$ cat config.mk
export PLATFORM = sky130hd
export DESIGN_NAME = fc2_param_loader_flat
export DESIGN_NICKNAME = d
export VERILOG_FILES = /design/src/rtl/fc2_param_loader_pkg.sv /design/src/rtl/fc2_param_loader_if.sv /design/src/rtl/fc2_param_loader.sv /design/src/flat_wrapper.sv
export SDC_FILE = /design/constraint.sdc
export NUM_CORES = 1
export LEC_CHECK = 0
export CAP_MARGIN = 25
export CORE_MARGIN = 1
export CORE_UTILIZATION = 46
export DETAILED_ROUTE_END_ITERATION = 10
export PLACE_DENSITY = 0.82
export SYNTH_ARGS = -nofsm -noshare
export SYNTH_HDL_FRONTEND = slang
export SYNTH_SLANG_ARGS = --single-unit
$ cat constraint.sdc
create_clock -name clk -period 2.3 [get_ports clk]
set_input_delay 0.345 -clock clk [delete_from_list [all_inputs] [get_ports clk]]
set_output_delay 0.345 -clock clk [all_outputs]
set_load 0.02 [all_outputs]
$ cat src/rtl/fc2_param_loader_pkg.sv
// ---------------------------------------------------------------------------
// fc2_param_loader_pkg
// Shared FC2 definitions for the parameter loader: loader state encoding,
// default layer geometry, the memory/stream word sizes and a helper that
// turns a count range into a counter width.
// No ports (package).
// ---------------------------------------------------------------------------
package fc2_param_loader_pkg;

  typedef enum logic [1:0] {
    IDLE   = 2'd0,
    LOAD_W = 2'd1,
    LOAD_B = 2'd2
  } load_state_t;

  localparam int FC2_DATA_WIDTH   = 32;
  localparam int FC2_ADDRESS_BITS = 15;
  localparam int FC2_IFM_DEPTH    = 84;
  localparam int FC2_NUMBER_OF_WM = 10;

  // A counter over 0..n-1 needs $clog2(n) bits; n==1 still needs one bit
  // so that the signal exists.
  function automatic int cnt_width(input int n);
    return (n > 1) ? $clog2(n) : 1;
  endfunction

  localparam int FC2_WORD_CNT_BITS = cnt_width(FC2_IFM_DEPTH);
  localparam int FC2_WM_IDX_BITS   = cnt_width(FC2_NUMBER_OF_WM);

endpackage

$ cat src/rtl/fc2_param_loader_if.sv
// ---------------------------------------------------------------------------
// fc2_param_loader_if
// Valid/ready word stream from the RISC-V/DMA side into the FC2 loader.
//   in_valid : producer has a word on in_data
//   in_data  : stream word
//   in_ready : loader accepts the word this cycle
// master = word producer, slave = loader.
// ---------------------------------------------------------------------------
interface fc2_param_loader_if
  import fc2_param_loader_pkg::*;
#(
  parameter int DATA_WIDTH = FC2_DATA_WIDTH
);

  logic                  in_valid;
  logic [DATA_WIDTH-1:0] in_data;
  logic                  in_ready;

  modport master (
    output in_valid,
    output in_data,
    input  in_ready
  );

  modport slave (
    input  in_valid,
    input  in_data,
    output in_ready
  );

endinterface

$ cat src/rtl/fc2_param_loader.sv
// ---------------------------------------------------------------------------
// fc2_param_loader
// Configuration sequencer for the FC2 layer. Streams IFM_DEPTH weights into
// each of the NUMBER_OF_WM weight memories in turn, then NUMBER_OF_WM biases
// into the bias memory, and holds back the layer start until a complete
// parameter set is in place.
//
// Ports:
//   clk             : clock, rising edge
//   reset           : asynchronous, active-low reset
//   cfg_start       : pulse, begins a full parameter load (ignored while busy)
//   cfg_abort       : synchronous abort of a load in progress
//   stream          : valid/ready word stream (slave side)
//   riscv_data      : registered write data to the FC2 memories
//   riscv_address   : registered write address
//   wm_enable_write : one-hot weight-memory write strobe
//   bm_enable_write : bias-memory write strobe
//   busy            : load in progress
//   cfg_done        : one-cycle pulse when the load completes
//   params_valid    : memories hold a complete parameter set
//   start_in        : start pulse from the previous layer
//   start_out       : gated start pulse forwarded to FC2
// ---------------------------------------------------------------------------
module fc2_param_loader
  import fc2_param_loader_pkg::*;
#(
  parameter int DATA_WIDTH   = FC2_DATA_WIDTH,
  parameter int ADDRESS_BITS = FC2_ADDRESS_BITS,
  parameter int IFM_DEPTH    = FC2_IFM_DEPTH,
  parameter int NUMBER_OF_WM = FC2_NUMBER_OF_WM
) (
  input  logic                    clk,
  input  logic                    reset,
  input  logic                    cfg_start,
  input  logic                    cfg_abort,
  fc2_param_loader_if.slave       stream,
  output logic [DATA_WIDTH-1:0]   riscv_data,
  output logic [ADDRESS_BITS-1:0] riscv_address,
  output logic [NUMBER_OF_WM-1:0] wm_enable_write,
  output logic                    bm_enable_write,
  output logic                    busy,
  output logic                    cfg_done,
  output logic                    params_valid,
  input  logic                    start_in,
  output logic                    start_out
);

  localparam int WORD_CNT_BITS = cnt_width(IFM_DEPTH);
  localparam int WM_IDX_BITS   = cnt_width(NUMBER_OF_WM);

  localparam logic [WORD_CNT_BITS-1:0] LAST_WORD = WORD_CNT_BITS'(IFM_DEPTH - 1);
  localparam logic [WM_IDX_BITS-1:0]   LAST_WM   = WM_IDX_BITS'(NUMBER_OF_WM - 1);
  localparam logic [NUMBER_OF_WM-1:0]  WM_ONE    = NUMBER_OF_WM'(1);

  load_state_t state_q, state_d;

  logic [WORD_CNT_BITS-1:0] word_cnt;
  logic [WM_IDX_BITS-1:0]   wm_idx;
  logic [WM_IDX_BITS-1:0]   bias_cnt;
  logic                     start_pending;

  logic                     start_fire;
  logic                     accept;
  logic                     word_last;
  logic                     wm_last;
  logic                     bias_last;
  logic                     idle;

  logic [NUMBER_OF_WM-1:0]  wm_we_d;
  logic                     bm_we_d;
  logic [ADDRESS_BITS-1:0]  addr_d;
  logic                     done_d;
  logic                     start_out_d;
  logic                     pending_d;

  assign idle       = (state_q == IDLE);
  assign busy       = !idle;
  // Abort takes priority over a word offered in the same cycle, so ready drops.
  assign stream.in_ready = busy && !cfg_abort;
  assign accept     = stream.in_valid && stream.in_ready;
  assign start_fire = idle && cfg_start && !cfg_abort;
  assign word_last  = (word_cnt == LAST_WORD);
  assign wm_last    = (wm_idx == LAST_WM);
  assign bias_last  = (bias_cnt == LAST_WM);

  always_ff @(posedge clk or negedge reset) begin
    if (!reset) begin
      state_q <= IDLE;
    end else begin
      state_q <= state_d;
    end
  end

  // Next state plus the values the write port will present one cycle after
  // an accept; addresses hold their last value when nothing is written.
  always_comb begin
    state_d = state_q;
    wm_we_d = '0;
    bm_we_d = 1'b0;
    addr_d  = riscv_address;
    done_d  = 1'b0;
    case (state_q)
      IDLE: begin
        if (start_fire) state_d = LOAD_W;
      end
      LOAD_W: begin
        if (accept) begin
          wm_we_d = WM_ONE << wm_idx;
          addr_d  = ADDRESS_BITS'(word_cnt);
        end
        if (cfg_abort) state_d = IDLE;
        else if (accept && word_last && wm_last) state_d = LOAD_B;
      end
      LOAD_B: begin
        if (accept) begin
          bm_we_d = 1'b1;
          addr_d  = ADDRESS_BITS'(bias_cnt);
        end
        if (cfg_abort) begin
          state_d = IDLE;
        end else if (accept && bias_last) begin
          state_d = IDLE;
          done_d  = 1'b1;
        end
      end
      default: state_d = IDLE;
    endcase
  end

  // Word/memory/bias position. Cleared on a new load and on abort so the
  // next load always begins at weight memory 0, address 0.
  always_ff @(posedge clk or negedge reset) begin
    if (!reset) begin
      word_cnt <= '0;
      wm_idx   <= '0;
      bias_cnt <= '0;
    end else if (start_fire || (busy && cfg_abort)) begin
      word_cnt <= '0;
      wm_idx   <= '0;
      bias_cnt <= '0;
    end else if (accept) begin
      if (state_q == LOAD_W) begin
        if (word_last) begin
          word_cnt <= '0;
          wm_idx   <= wm_last ? '0 : wm_idx + 1'b1;
        end else begin
          word_cnt <= word_cnt + 1'b1;
        end
      end else if (state_q == LOAD_B) begin
        bias_cnt <= bias_last ? '0 : bias_cnt + 1'b1;
      end
    end
  end

  // Registered write port and completion status. params_valid rises in the
  // same cycle as the final bias write and cfg_done.
  always_ff @(posedge clk or negedge reset) begin
    if (!reset) begin
      riscv_data      <= '0;
      riscv_address   <= '0;
      wm_enable_write <= '0;
      bm_enable_write <= 1'b0;
      cfg_done        <= 1'b0;
      params_valid    <= 1'b0;
    end else begin
      if (accept) riscv_data <= stream.in_data;
      riscv_address   <= addr_d;
      wm_enable_write <= wm_we_d;
      bm_enable_write <= bm_we_d;
      cfg_done        <= done_d;
      if (start_fire) params_valid <= 1'b0;
      else if (done_d) params_valid <= 1'b1;
    end
  end

  // Start gate: pass start_in straight through when parameters are ready,
  // otherwise remember it (repeats collapse) and release one pulse once
  // params_valid is up. A new load or an abort drops a remembered start.
  always_comb begin
    start_out_d = (start_in && params_valid && idle) ||
                  (start_pending && params_valid);
    pending_d   = start_pending;
    if (cfg_abort || start_fire) begin
      pending_d = 1'b0;
    end else if (start_pending && params_valid) begin
      pending_d = 1'b0;
    end else if (start_in && !(params_valid && idle)) begin
      pending_d = 1'b1;
    end
  end

  always_ff @(posedge clk or negedge reset) begin
    if (!reset) begin
      start_out     <= 1'b0;
      start_pending <= 1'b0;
    end else begin
      start_out     <= start_out_d;
      start_pending <= pending_d;
    end
  end

endmodule

$ cat src/flat_wrapper.sv
// flat-port wrapper written by rule: the top's interface ports become plain ports
module fc2_param_loader_flat import fc2_param_loader_pkg::*;
#(
  parameter int DATA_WIDTH   = FC2_DATA_WIDTH,
  parameter int ADDRESS_BITS = FC2_ADDRESS_BITS,
  parameter int IFM_DEPTH    = FC2_IFM_DEPTH,
  parameter int NUMBER_OF_WM = FC2_NUMBER_OF_WM
)
  (clk, reset, cfg_start, cfg_abort, riscv_data, riscv_address, wm_enable_write, bm_enable_write, busy, cfg_done, params_valid, start_in, start_out, stream_in_valid, stream_in_data, stream_in_ready);
  fc2_param_loader_if #(.DATA_WIDTH(DATA_WIDTH)) stream_i ();
  input  logic clk;
  input  logic reset;
  input  logic cfg_start;
  input  logic cfg_abort;
  output logic [DATA_WIDTH-1:0] riscv_data;
  output logic [ADDRESS_BITS-1:0] riscv_address;
  output logic [NUMBER_OF_WM-1:0] wm_enable_write;
  output logic bm_enable_write;
  output logic busy;
  output logic cfg_done;
  output logic params_valid;
  input  logic start_in;
  output logic start_out;
  input wire logic [$bits(stream_i.in_valid)-1:0] stream_in_valid;
  input wire logic [$bits(stream_i.in_data)-1:0] stream_in_data;
  output wire logic [$bits(stream_i.in_ready)-1:0] stream_in_ready;
  assign stream_i.in_valid = stream_in_valid;
  assign stream_i.in_data = stream_in_data;
  assign stream_in_ready = stream_i.in_ready;
  fc2_param_loader #(.DATA_WIDTH(DATA_WIDTH), .ADDRESS_BITS(ADDRESS_BITS), .IFM_DEPTH(IFM_DEPTH), .NUMBER_OF_WM(NUMBER_OF_WM)) u_core (.clk(clk), .reset(reset), .cfg_start(cfg_start), .cfg_abort(cfg_abort), .stream(stream_i), .riscv_data(riscv_data), .riscv_address(riscv_address), .wm_enable_write(wm_enable_write), .bm_enable_write(bm_enable_write), .busy(busy), .cfg_done(cfg_done), .params_valid(params_valid), .start_in(start_in), .start_out(start_out));
endmodule
==> run_results.csv, run 1 <==
group,metric,value,unit
placement,place_area,4200,um^2
clock_tree,cts_tree,"done",
layout,fin_nets,409,
clock_tree,clk_path_buf_depth,2,
layout,diodes,0,
worst_setup_path,end_kind,"output port",
sta,hold-worst-slack,18.2,ps
sta,finalSetupTns,0,ps
sta,fin_skew,5.51,ps
routing,wirelength,6.98,mm
hold_path,hp-class,"input port to async pin",
yosys,synthFlopType,"dfrtp_1",
worst_setup_path,worstSetupStartpointType,"register",
clock_tree,cts_max_level,3,
sta,grt_setup_unrepaired,"false",
clock_tree,ctsRootBufferMaster,"clkbuf_8",
floorplanning,coreArea,6760,um^2
yosys,yosysTopAreaCell,"dfrtp_1",
power_and_ir_drop,totalPowerFinal,0.00482,W
worst_setup_path,cp.required,1960,ps
routing,drc,0,
floorplanning,rows,30,
yosys,async_reset_ff_share,100,%
yosys,synth_top_family_by_area,"multiplexers",
clock_tree,clk_pin_slew,70,ps
global_routing,grtUsageTotal,20.3,%
layout,areaGrowthSynthToFinish,38.0,%
yosys,post-synth-top-count-cell,"dfrtp_1",
global_routing,gr-total-overflow,0,
yosys,synthXorXnorAreaFrac,0.274,%
layout,fill_cells,487,
routing,wl_per_cell,15.6,um
global_routing,antenna_found_initial,0,
yosys,ys_seq_area_share,55.6,%
yosys,synth_top_area_share,55.6,%
yosys,synthTopCellsByArea,"dfrtp_1, mux2_2, ha_1",
sta,finalHoldViolCount,0,
clock_tree,cts.sinks,71,
run_status,status,"finished, final reports clean",
job,cap_violations,0,
clock_tree,cts_made_buffers,9,
layout,fin_area,4410,um^2
routing,via_per_inst,5.29,
clock_tree,clk_latency,340,ps
sta,max_freq,0.461,GHz
yosys,muxShareOfSynthArea,14.5,%
global_routing,grt_first_pass_wirelength,11.3,mm
yosys,syn_area,3200,um^2
yosys,synth_compound_area_share,8.45,%
clock_tree,postCtsSetupBuffers,0,
routing,drt_iter0_drc,119,
yosys,yosysUniqueCellTypes,51,
worst_setup_path,path_class,"register to output port",
worst_setup_path,crit_path_max_fanout,8,
floorplanning,die_area,7290,um^2
power_and_ir_drop,p_leak,1.88,nW
routing,wl_met1,3.04,mm
yosys,syn_avg_cell_area,12.1,um^2
placement,place.gp.congestion,0.852,
clock_tree,postCtsHoldBufs,0,
routing,routed.top_layer,"met4",
yosys,yosys_warnings,0,
floorplanning,die_width,85.4,um
routing,routed-wl-met3,532,um
yosys,syn_inst,265,
floorplanning,die_h,85.4,um
sta,period_needed,2170,ps
floorplanning,io_pins,101,
sta,fin_crit_sh,94.3,%
yosys,synth-seq-cells,71,
yosys,synth-edff-count,0,
yosys,synth_common_cells,"dfrtp_1, mux2_2, nand2_1",
global_routing,grt_pass1_vias,2247,
layout,drive_gt1_share,18.5,%
power_and_ir_drop,p_per_area,1090,nW/um^2
routing,met2WireLength,3.33,mm
floorplanning,start_util,47.3,%
yosys,synthAdderAreaFrac,3.13,%
sta,slew_headroom,65.6,%
routing,antenna_left,0,
global_routing,grt_max_degree,72,
power_and_ir_drop,vdd.ir_drop.worst,0.361,mV
yosys,synth-simple-area-share,13.2,%
sta,finalMaxSlewViolations,0,
sta,setup_violations,0,
routing,vias,2365,
placement,place_hpwl,5.10,mm
placement,port_buffers,92,
routing,first_pass_iters,6,
worst_setup_path,cp_data_arrival_time,1820,ps
sta,tightest_slew,516,ps
-- layout by cell type (no fill, tap or decap), types with 2 or more instances in the layout --
| master | instances |
|---|---|
| nand3_1 | 3 |
| conb_1 | 8 |
| and2_1 | 4 |
| buf_4 | 7 |
| nor2_1 | 10 |
| inv_1 | 10 |
| or4_1 | 3 |
| and3b_1 | 2 |
| a21oi_1 | 9 |
| nand2_1 | 18 |
| nand4_1 | 3 |
| and3_1 | 2 |
| nand3b_1 | 2 |
| ha_1 | 7 |
| mux2i_1 | 8 |
| clkbuf_8 | 11 |
| dfrtp_1 | 71 |
| or3_1 | 3 |
| mux2_2 | 34 |
| o21ai_0 | 15 |
| nand2b_1 | 4 |
| clkdlybuf4s50_1 | 91 |
| nor3_1 | 4 |
| and4b_1 | 3 |
| o21ai_1 | 2 |
-- logic make-up (layout without fill, tap and decap cells) --
| kind of cell | count (synthesis) | in the layout |
|---|---|---|
| AOI/OAI and AO/OA | 41 | 41 |
| buffers and inverters | 30 | 125 |
| and+or+nand+nor | 71 | 71 |
| other | 1 | 8 |
| adders and majority gates | 8 | 8 |
| xor gates and xnor gates | 1 | 1 |
| muxes | 42 | 42 |
| DFF | 71 | 71 |
-- final cells by class --
type | instances | area, um^2 | area share, %
sequential | 71 | 1780 | 40.3
multi-input combinational | 171 | 1310 | 29.7
timing repair buffer | 100 | 988 | 22.4
clock buffer | 12 | 155 | 3.52
tap | 80 | 100 | 2.27
clock inverter | 3 | 42.5 | 0.964
inverter | 10 | 37.5 | 0.851
-- worst paths after layout --
| kind | from | depth (start not counted) | slack (ps) | to |
|---|---|---|---|---|
| max in group asynchronous | reset | 2 | 1980 | u_core.word_cnt[0]$_DFFE_PN0P_ |
| worst min register to register | u_core.riscv_address[2]$_DFFE_PN0P_ | 2 | 480 | u_core.riscv_address[2]$_DFFE_PN0P_ |
| worst min-delay path | reset | 2 | 20 | u_core.riscv_data[2]$_DFFE_PN0N_ |
| worst max register to register | u_core.state_q[0]$_DFFE_PN0P_ | 6 | 350 | u_core.bias_cnt[0]$_DFFE_PN0P_ |
| worst max-delay path | u_core.state_q[0]$_DFFE_PN0P_ | 4 | 130 | stream_in_ready |
| min in group clk | u_core.riscv_address[2]$_DFFE_PN0P_ | 2 | 480 | u_core.riscv_address[2]$_DFFE_PN0P_ |
-- stage by stage --
stage / instances / setup slack, ps / utilization (%)
finish: 447 / 132 / 65.3
global route: 447 / 21.7 / 65.3
CTS: 447 / 52.5 / 65.2
detailed placement: 432 / 109 / 62.2
global placement: 432 / 131 / 62.2
floorplan: 272 / 495 / -
-- flip-flops by register name, summed over array words and instances (netlist names) --
| name | flops |
|---|---|
| u_core.cfg_done | 1 |
| u_core.params_valid | 1 |
| u_core.start_out | 1 |
| u_core.word_cnt | 7 |
| u_core.riscv_address | 7 |
| u_core.bm_enable_write | 1 |
| u_core.state_q | 2 |
| u_core.riscv_data | 32 |
| u_core.start_pending | 1 |
| u_core.wm_enable_write | 10 |
| u_core.wm_idx | 4 |
| u_core.bias_cnt | 4 |
-- worst max-delay path, cell delays in order, from the launching register on --
cell and delay, ps:
dfrtp_1 360, inv_1 100, ha_4 220, nor2_2 150, clkdlybuf4s50_1 660
-- metal layers --
layer	global-route usage, %	up-vias
met1	25.0	1149
met4	5.45	0
li1	-	1116
met5	0	-
met3	8.07	7
met2	33.5	93
-- where the power goes --
part	switching, W	total (W)	internal, W
Combinational	0.000983	0.00201	0.00103
Sequential	0.000215	0.00181	0.00160
Clock	0.000444	0.000996	0.000553
-- repair_timing --
item / CTS / global route
setup endpoints to repair: 2 / 2
endpoints found under the hold margin: 0 / 0
gates resized for setup: 1 / 1
Note: power is estimated with default switching activity, not from simulation.
==> run 2: changes to the inputs <==
--- a/config.mk
+++ b/config.mk
@@ -10,6 +10,7 @@
 export CORE_UTILIZATION = 46
 export DETAILED_ROUTE_END_ITERATION = 10
 export PLACE_DENSITY = 0.82
+export RECOVER_POWER = 25
 export SYNTH_ARGS = -nofsm -noshare
 export SYNTH_HDL_FRONTEND = slang
 export SYNTH_SLANG_ARGS = --single-unit
==> run 2 against run 1 <==
- the flow now finishes with violations (max-capacitance violations, max-slew violations)
- clock skew about the same
- highest routed layer unchanged
- largest power group unchanged
- wire length decreased by 0.60%
- register-to-register slack about the same
==> run_results.csv, run 2 (synthesis gave the netlist of run 1 again) <==
group,metric,value,unit
routing,vias,2367,
routing,drt_iter0_drc,92,
layout,postLayoutCoreUtil,65.1,%
clock_tree,clk_path_buf_depth,2,
hold_path,hp-start,"u_core.riscv_address[2]$_DFFE_PN0P_",
power_and_ir_drop,share_seq_of_total_power,37.6,%
power_and_ir_drop,vdd.ir_drop.worst,0.361,mV
clock_tree,cts_tree,"done",
global_routing,grtUsageTotal,20.3,%
sta,period_needed,2170,ps
hold_path,holdPathEnd,"u_core.riscv_address[2]$_DFFE_PN0P_",
clock_tree,cts.sinks,71,
clock_tree,postCtsSetupBuffers,0,
layout,multi_input_area,1310,um^2
layout,fill_cells,489,
clock_tree,cts_made_buffers,9,
layout,fin_nets,409,
run_status,failed_checks,"max-capacitance violations, max-slew violations",
floorplanning,start_util,47.3,%
layout,fin_area,4400,um^2
routing,wirelength,6.94,mm
global_routing,gr-total-overflow,0,
worst_setup_path,path_class,"register to output port",
sta,grt_setup_unrepaired,"false",
layout,seqCellArea,1780,um^2
power_and_ir_drop,p_leak,1.87,nW
placement,place_area,4200,um^2
global_routing,grt_pass1_vias,2247,
routing,via_per_inst,5.30,
sta,finalSetupTns,0,ps
global_routing,grt_max_degree,72,
worst_setup_path,worstSetupStartpointType,"register",
sta,finalMaxSlewViolations,72,
worst_setup_path,cp.required,1960,ps
worst_setup_path,r2r_start,"u_core.state_q[0]$_DFFE_PN0P_",
worst_setup_path,ff2ff_setup_slack,340,ps
floorplanning,io_pins,101,
power_and_ir_drop,combinationalPowerShare,41.7,%
floorplanning,die_h,85.4,um
power_and_ir_drop,power.switching,0.00164,W
placement,port_buffers,92,
power_and_ir_drop,p_clk_share,20.7,%
layout,layout_commonest_cell,"clkdlybuf4s50_1",
hold_path,whs_path_depth,2,
floorplanning,die_area,7290,um^2
power_and_ir_drop,intPower,0.00317,W
run_status,status,"finished with violations",
worst_setup_path,rr_worst_depth,6,
floorplanning,rows,30,
routing,first_pass_iters,6,
global_routing,antenna_found_initial,0,
routing,antenna_left,0,
sta,setup_violations,0,
sta,slew_headroom,-11.5,%
sta,fin_skew,5.26,ps
power_and_ir_drop,p_per_area,1090,nW/um^2
job,cap_violations,1,
sta,fin_crit_sh,94.3,%
sta,finalHoldViolCount,0,
floorplanning,coreArea,6760,um^2
sta,hold-worst-slack,485,ps
layout,largest_reg_flops,32,
placement,place_hpwl,5.10,mm
global_routing,grt_first_pass_wirelength,11.3,mm
layout,areaGrowthSynthToFinish,37.5,%
sta,max_freq,0.461,GHz
layout,diodes,0,
clock_tree,clk_latency,350,ps
layout,layout_common_cells,"clkdlybuf4s50_1, dfrtp_1, mux2_2",
worst_setup_path,cp_data_arrival_time,1820,ps
sta,setup_ws,131,ps
clock_tree,ctsRootBufferMaster,"clkbuf_8",
layout,drive_gt1_share,18.5,%
placement,place.gp.congestion,0.852,
layout,reg_top3,"u_core.riscv_data (32), u_core.wm_enable_write (10)",
power_and_ir_drop,swShare,34.0,%
worst_setup_path,crit_path_max_fanout,8,
clock_tree,cts_max_level,3,
sta,tightest_slew,1670,ps
worst_setup_path,end_kind,"output port",
layout,regMostFlops,"u_core.riscv_data",
placement,pre_cts_slack,109,ps
routing,drc,0,
hold_path,hp-class,"register to register",
routing,wl_per_cell,15.5,um
floorplanning,die_width,85.4,um
clock_tree,clk_pin_slew,70,ps
worst_setup_path,reg2reg_to,"u_core.bias_cnt[0]$_DFFE_PN0P_",
==> run 2: changes by cell type in the layout (fill, tap and decap cells not counted) <==
cell / change
buf_12: -1
clkbuf_2: +1
==> run 2: cell type report <==
cell class | count | share of cell area (%)
tap | 80 | 2.28
inverter | 10 | 0.853
clock buffer | 12 | 3.53
multi-input combinational | 171 | 29.8
sequential | 71 | 40.4
clock inverter | 3 | 0.967
timing repair buffer | 100 | 22.1
==> run 2: power groups by stage <==
| stage | clock (W) | combinational (W) | sequential [W] |
|---|---|---|---|
| 5_1_grt | 0.00108 | 0.00215 | 0.00186 |
| 4_1_cts | 0.00101 | 0.00201 | 0.00181 |
| 2_1_floorplan | 0 | 0.000720 | 0.00217 |
| 3_5_place_dp | 0 | 0.00200 | 0.00184 |
| 6_report | 0.000995 | 0.00201 | 0.00181 |
| 3_3_place_gp | 0 | 0.00194 | 0.00181 |
==> run 2: per-layer routing <==
layer  routed length (um)  part of all wire (%)  track usage [%]
met1                 3000                    43             25.0
met2                 3360                    48             33.5
met3                  499                   7.2             8.07
met4                   76                   1.1             5.45
met5                    0                     0                0
==> run 2: how the worst max path moves through the flow <==
| stage | startpoint | end | slack, ps | depth (start not counted) |
|---|---|---|---|---|
| 2_1_floorplan | u_core.state_q[0]$_DFFE_PN0P_ | u_core.word_cnt[6]$_DFFE_PN0P_ | 490 | 7 |
| 3_3_place_gp | cfg_abort | u_core.word_cnt[6]$_DFFE_PN0P_ | 130 | 5 |
| 3_5_place_dp | cfg_abort | u_core.word_cnt[6]$_DFFE_PN0P_ | 110 | 5 |
| 4_1_cts | u_core.state_q[1]$_DFFE_PN0P_ | busy | 50 | 4 |
| 5_1_grt | u_core.state_q[0]$_DFFE_PN0P_ | stream_in_ready | 20 | 4 |
| 6_report | u_core.state_q[1]$_DFFE_PN0P_ | stream_in_ready | 130 | 4 |
==> run 2: per-stage QoR <==
stage	total power, W	instances
2_1_floorplan	0.00289	272
3_3_place_gp	0.00375	432
3_5_place_dp	0.00384	432
6_report	0.00481	447
4_1_cts	0.00483	447
5_1_grt	0.00508	447
==> run 2: worst max-delay path: stages (launching register included) <==
cell             delay (ps)
dfrtp_1                 350
inv_1                   100
ha_4                    220
nor2_2                  150
clkdlybuf4s50_1         660
==> run 2: what timing repair did <==
action	CTS	global route
endpoints found under the setup margin	2	2
gates resized for setup	1	1
hold buffers	0	0
